===== src/rtl/packet_tx_sched.sv =====
// Frame-rate packet scheduler: snapshots the assembled game-state packet on
// each frame tick or software request and streams it out byte 0 first over a
// valid/ready handshake, counting completed frames and dropped triggers.
module packet_tx_sched #(
    parameter int PACKET_BYTES  = 22,
    parameter int PERIOD_CYCLES = 1666666
) (
    input  logic                      clk,
    input  logic                      rst,
    input  logic                      enable,
    input  logic                      send_req,
    input  logic [8*PACKET_BYTES-1:0] packet,
    output logic [7:0]                tx_data,
    output logic                      tx_valid,
    input  logic                      tx_ready,
    output logic                      busy,
    output logic                      frame_done,
    output logic [15:0]               frames_sent,
    output logic [7:0]                overrun_cnt
);

    localparam int CW = (PERIOD_CYCLES > 2) ? $clog2(PERIOD_CYCLES) : 1;
    localparam int IW = (PACKET_BYTES > 1) ? $clog2(PACKET_BYTES) : 1;
    localparam logic [CW-1:0] CNT_LAST = CW'(PERIOD_CYCLES - 1);
    localparam logic [IW-1:0] IDX_LAST = IW'(PACKET_BYTES - 1);

    localparam logic [0:0] IDLE = 1'b0;
    localparam logic [0:0] SEND = 1'b1;

    logic [CW-1:0]             periodCnt_q, periodCnt_d;
    logic [0:0]                state_q, state_d;
    logic [IW-1:0]             byteIdx_q, byteIdx_d;
    logic [8*PACKET_BYTES-1:0] snap_q, snap_d;
    logic                      frameDone_q, frameDone_d;
    logic [15:0]               framesSent_q, framesSent_d;
    logic [7:0]                overrun_q, overrun_d;

    logic tick;
    logic trigger;
    logic xfer;
    logic lastXfer;

    // Period counter: free-runs while enabled, parked at zero otherwise.
    always_comb begin
        tick        = enable && (periodCnt_q == CNT_LAST);
        periodCnt_d = '0;
        if (enable && !tick) begin
            periodCnt_d = periodCnt_q + 1'b1;
        end
    end

    // Transfer scheduling: the snapshot shifts right so byte 0 of what is left
    // is always the byte on the wire.
    always_comb begin
        trigger      = tick || send_req;
        xfer         = (state_q == SEND) && tx_ready;
        lastXfer     = xfer && (byteIdx_q == IDX_LAST);
        state_d      = state_q;
        byteIdx_d    = byteIdx_q;
        snap_d       = snap_q;
        frameDone_d  = 1'b0;
        framesSent_d = framesSent_q;
        overrun_d    = overrun_q;
        case (state_q)
            IDLE: begin
                if (trigger) begin
                    state_d   = SEND;
                    snap_d    = packet;
                    byteIdx_d = '0;
                end
            end
            SEND: begin
                if (trigger && (overrun_q != 8'hFF)) begin
                    overrun_d = overrun_q + 8'd1;
                end
                if (xfer) begin
                    snap_d = snap_q >> 8;
                    if (lastXfer) begin
                        state_d      = IDLE;
                        frameDone_d  = 1'b1;
                        framesSent_d = framesSent_q + 16'd1;
                    end else begin
                        byteIdx_d = byteIdx_q + 1'b1;
                    end
                end
            end
            default: state_d = IDLE;
        endcase
    end

    // State registers with synchronous reset; reset also abandons a partial frame.
    always_ff @(posedge clk) begin
        if (rst) begin
            periodCnt_q  <= '0;
            state_q      <= IDLE;
            byteIdx_q    <= '0;
            snap_q       <= '0;
            frameDone_q  <= 1'b0;
            framesSent_q <= '0;
            overrun_q    <= '0;
        end else begin
            periodCnt_q  <= periodCnt_d;
            state_q      <= state_d;
            byteIdx_q    <= byteIdx_d;
            snap_q       <= snap_d;
            frameDone_q  <= frameDone_d;
            framesSent_q <= framesSent_d;
            overrun_q    <= overrun_d;
        end
    end

    assign tx_data     = snap_q[7:0];
    assign tx_valid    = (state_q == SEND);
    assign busy        = (state_q == SEND);
    assign frame_done  = frameDone_q;
    assign frames_sent = framesSent_q;
    assign overrun_cnt = overrun_q;

endmodule


===== config.mk =====
export PLATFORM = sky130hd
export DESIGN_NAME = packet_tx_sched
export DESIGN_NICKNAME = d
export VERILOG_FILES = /design/src/rtl/packet_tx_sched.sv
export SDC_FILE = /design/constraint.sdc
export NUM_CORES = 1
export LEC_CHECK = 0
export CORE_MARGIN = 2
export CORE_UTILIZATION = 32
export DETAILED_ROUTE_END_ITERATION = 10
export GPL_TIMING_DRIVEN = 0
export HOLD_SLACK_MARGIN = 0.06
export PLACE_DENSITY = 0.59
export SLEW_MARGIN = 20
export SYNTH_ARGS = -nofsm -noshare
export SYNTH_HDL_FRONTEND = slang
export SYNTH_SLANG_ARGS = --single-unit
export TNS_END_PERCENT = 5

===== constraint.sdc =====
create_clock -name clk -period 4.73 [get_ports clk]
set_clock_uncertainty 0.15 [all_clocks]
set_input_delay 0.7095 -clock clk [delete_from_list [all_inputs] [get_ports clk]]
set_output_delay 0.7095 -clock clk [all_outputs]
set_load 0.01 [all_outputs]

==> metrics.txt <==
post-route ant nets 0; CP Data Required Time 4.96 ns; Rel. slew slack 48.51%; H-tree levels 1; Post-DP Area 0.01327 sq mm; sequential-to-total area share from yosys stat 43.15%; max_cap viols 0; Slew @ Worst Pin 0.7724 ns; Reg power frac 41.5%; CP startpoint busy$_SDFF_PP0_; Slew Viols, Final 0; Post-Syn Instances 1070; syn_nets 1257; HP Class reg -> reg; Final Instance Area 0.01422 sq mm; Initial Util 32.51%; GR Overflow Total 0; R2R Path Start busy$_SDFF_PP0_; Seq cells post-synth 228; DRC marker count from the first detailed-route iteration 445; unrepaired setup endpoints after global routing no; most frequent cells in the layout dfxtp_1, nor2_1, clkdlybuf4s50_1; Comb pwr share 17.0%; CTS buffer count 27; Sw Ratio 25.80%; commonest non-fill, non-tap cell in the layout dfxtp_1; Vias/cell 4.769; crit share post-route 52.56%; clock share of power 41.5%; worst r2r path cells 5; total number of vias 8469; NetSw 0.001349 W; arrival time worst endpoint 2.72 ns; port bufs 214; Unique masters post-synth 38; area grow syn2layout 34.39%; die area 0.03453 sq mm; fill count 3170; Multi-input gate area 0.005479 sq mm; Seq. cell area 0.004564 sq mm; chip height 185.8 microns; CTS resizes 0; Worst Path Class, Setup reg -> reg; worst skew pair latency 0.53 ns; Syn Area/Cell 9.887 sq um; P per Cell Area 367.7 mW/mm^2; Global Route Usage Sum 16.49%; status complete, no violations; Nets 1500; cell area after synthesis 0.01058 sq mm; Final Hold Vio Count 0; post-CTS setup buffers 0; Startpoint Class flip-flop; vias in the first global route 8555; Post-Place Cells 1726; Setup crit end kind flip-flop; CTS tree done; Core Region 0.03254 sq mm; VDD IR-drop max 0.0002751 V; setup TNS 0 ns; R2R Setup Slk 2.24 ns; Hold Buf Count CTS 0; Int Pwr 0.003879 W; worst setup path endpoint snap_q[157]$_SDFFE_PP0P_; Pre-antenna DRT Iters 4; Cell Count, Final, Fillers Out 1776; Static Leak 5.112 nW; Clk pin slew, worst setup/hold paths 0.06 ns; RR Endpoint snap_q[157]$_SDFFE_PP0P_; fmax 0.4022 GHz; layout cells sized above 1 14.49%; Routed WL 29170 microns; root buffer cell clkbuf_16; Yosys Warn Count 0; Tmin final 2.486 ns; first-pass GRT wire length 45480 microns; # setup viols final 0; routed length per placed instance 16.43 microns; initial antenna violation count 3; CP Max Fanout 10; Ports 216; largest net degree at the start of global routing 13; Die X-Extent 185.8 microns; # rows 66; DRC 0; Num Clock Sinks 228; routability cong. 0.8027; clk buf depth 3; detailed placer's ending HPWL 21600 microns
## critical path, cell delays in order (launching register included)
cell,delay [ns]
dfxtp_1,0.36
clkbuf_1,0.34
buf_2,0.37
clkbuf_1,0.61
mux2i_1,0.40
a211oi_1,0.12
## kinds of logic (layout without fill, tap and decap cells)
family,after synthesis,in the layout,synth area share (%)
buffers and inverters,99,361,5.062
DFF,228,228,43.15
adders and majority gates,6,6,0.7096
xor gates and xnor gates,37,37,3.063
and+or+nand+nor,330,330,13.60
muxes,169,169,15.99
AOI/OAI and AO/OA,201,201,18.43
other,0,2,0
## layout make-up
class                   count  share of cell area (%)
plain buffers              93                   3.608
well taps                 442                   3.890
repair buffers            214                   15.07
multi-input cells         743                   38.54
diodes                      2                 0.03520
clock buffers              41                   5.826
inverters                   6                  0.1584
clock inverters             7                  0.7744
flip-flops and latches    228                   32.10
## stage by stage
| stage | hold slack, ns | utilization [%] | total power, W | setup WS (ns) |
|---|---|---|---|---|
| 6_report | 0.3163 | 43.70 | 0.005227 | 2.244 |
| 5_1_grt | 0.3370 | 43.68 | 0.005468 | 2.038 |
| 4_1_cts | 0.3190 | 43.68 | 0.005298 | 2.208 |
| 3_5_place_dp | 0.3107 | 40.80 | 0.003108 | 1.719 |
| 3_3_place_gp | 0.3086 | 40.80 | 0.003094 | 1.775 |
| 2_1_floorplan | 0.2948 | - | 0.002768 | 2.714 |
## worst min path at each step
stage	startpoint	endpoint	cells past startpoint
3_3_place_gp	snap_q[171]$_SDFFE_PP0P_	snap_q[171]$_SDFFE_PP0P_	2
3_5_place_dp	snap_q[169]$_SDFFE_PP0P_	snap_q[169]$_SDFFE_PP0P_	2
2_1_floorplan	periodCnt_q[0]$_SDFF_PP0_	periodCnt_q[0]$_SDFF_PP0_	1
5_1_grt	snap_q[172]$_SDFFE_PP0P_	snap_q[172]$_SDFFE_PP0P_	2
6_report	snap_q[171]$_SDFFE_PP0P_	snap_q[171]$_SDFFE_PP0P_	2
4_1_cts	snap_q[169]$_SDFFE_PP0P_	snap_q[169]$_SDFFE_PP0P_	2
## per-layer routing
metal	routed length, microns	share of wire [%]	global-route usage, %	up-vias
met5	13	0.045	0	-
li1	-	-	-	4309
met4	533	1.8	3.591	2
met2	13450	46	27.38	182
met1	13580	47	22.07	3940
met3	1599	5.5	3.326	36
## flip-flops by register name, summed over array words and instances, names as in the netlist
name	cells
snap_q	176
frame_done	1
periodCnt_q	21
frames_sent	16
overrun_cnt	8
byteIdx_q	5
busy	1
## synthesized netlist by cell type
master	number	area, sq um
and4_1	5	43.79
buf_4	14	105.1
or3_1	5	31.28
nor2_1	219	822.0
xor2_1	18	157.7
clkbuf_1	44	165.2
mux2i_1	169	1692
xnor2_1	19	166.4
a21oi_1	18	90.09
buf_6	11	123.9
inv_1	6	22.52
a211o_1	1	8.760
nand4bb_1	1	11.26
nand2b_1	2	12.51
ha_1	6	75.07
nor4_1	8	50.05
o21ai_0	6	30.03
nand4b_1	2	17.52
nand3b_1	1	7.510
nand4_1	9	56.30
and3_1	6	37.54
a41oi_1	1	8.760
nor2b_1	1	6.260
and2_1	3	18.77
nor4b_1	1	8.760
dfxtp_1	228	4564
a211oi_1	68	510.5
and4b_1	3	30.03
a211oi_2	100	1251
o21ba_2	1	10.01
buf_1	1	3.750
buf_2	23	115.1
a21o_1	1	7.510
nor3_1	7	35.03
nand3_1	29	145.1
a31oi_1	4	25.02
o31ai_1	1	7.510
nand2_1	28	105.1
## power groups by stage
stage	clock network [W]	logic, W	registers [W]
2_1_floorplan	0	0.000586	0.00218
3_3_place_gp	0	0.000888	0.00221
6_report	0.00217	0.000889	0.00217
5_1_grt	0.00231	0.000971	0.00219
3_5_place_dp	0	0.000898	0.00221
4_1_cts	0.00223	0.000901	0.00217
Note: power is estimated with default switching activity, not from simulation.
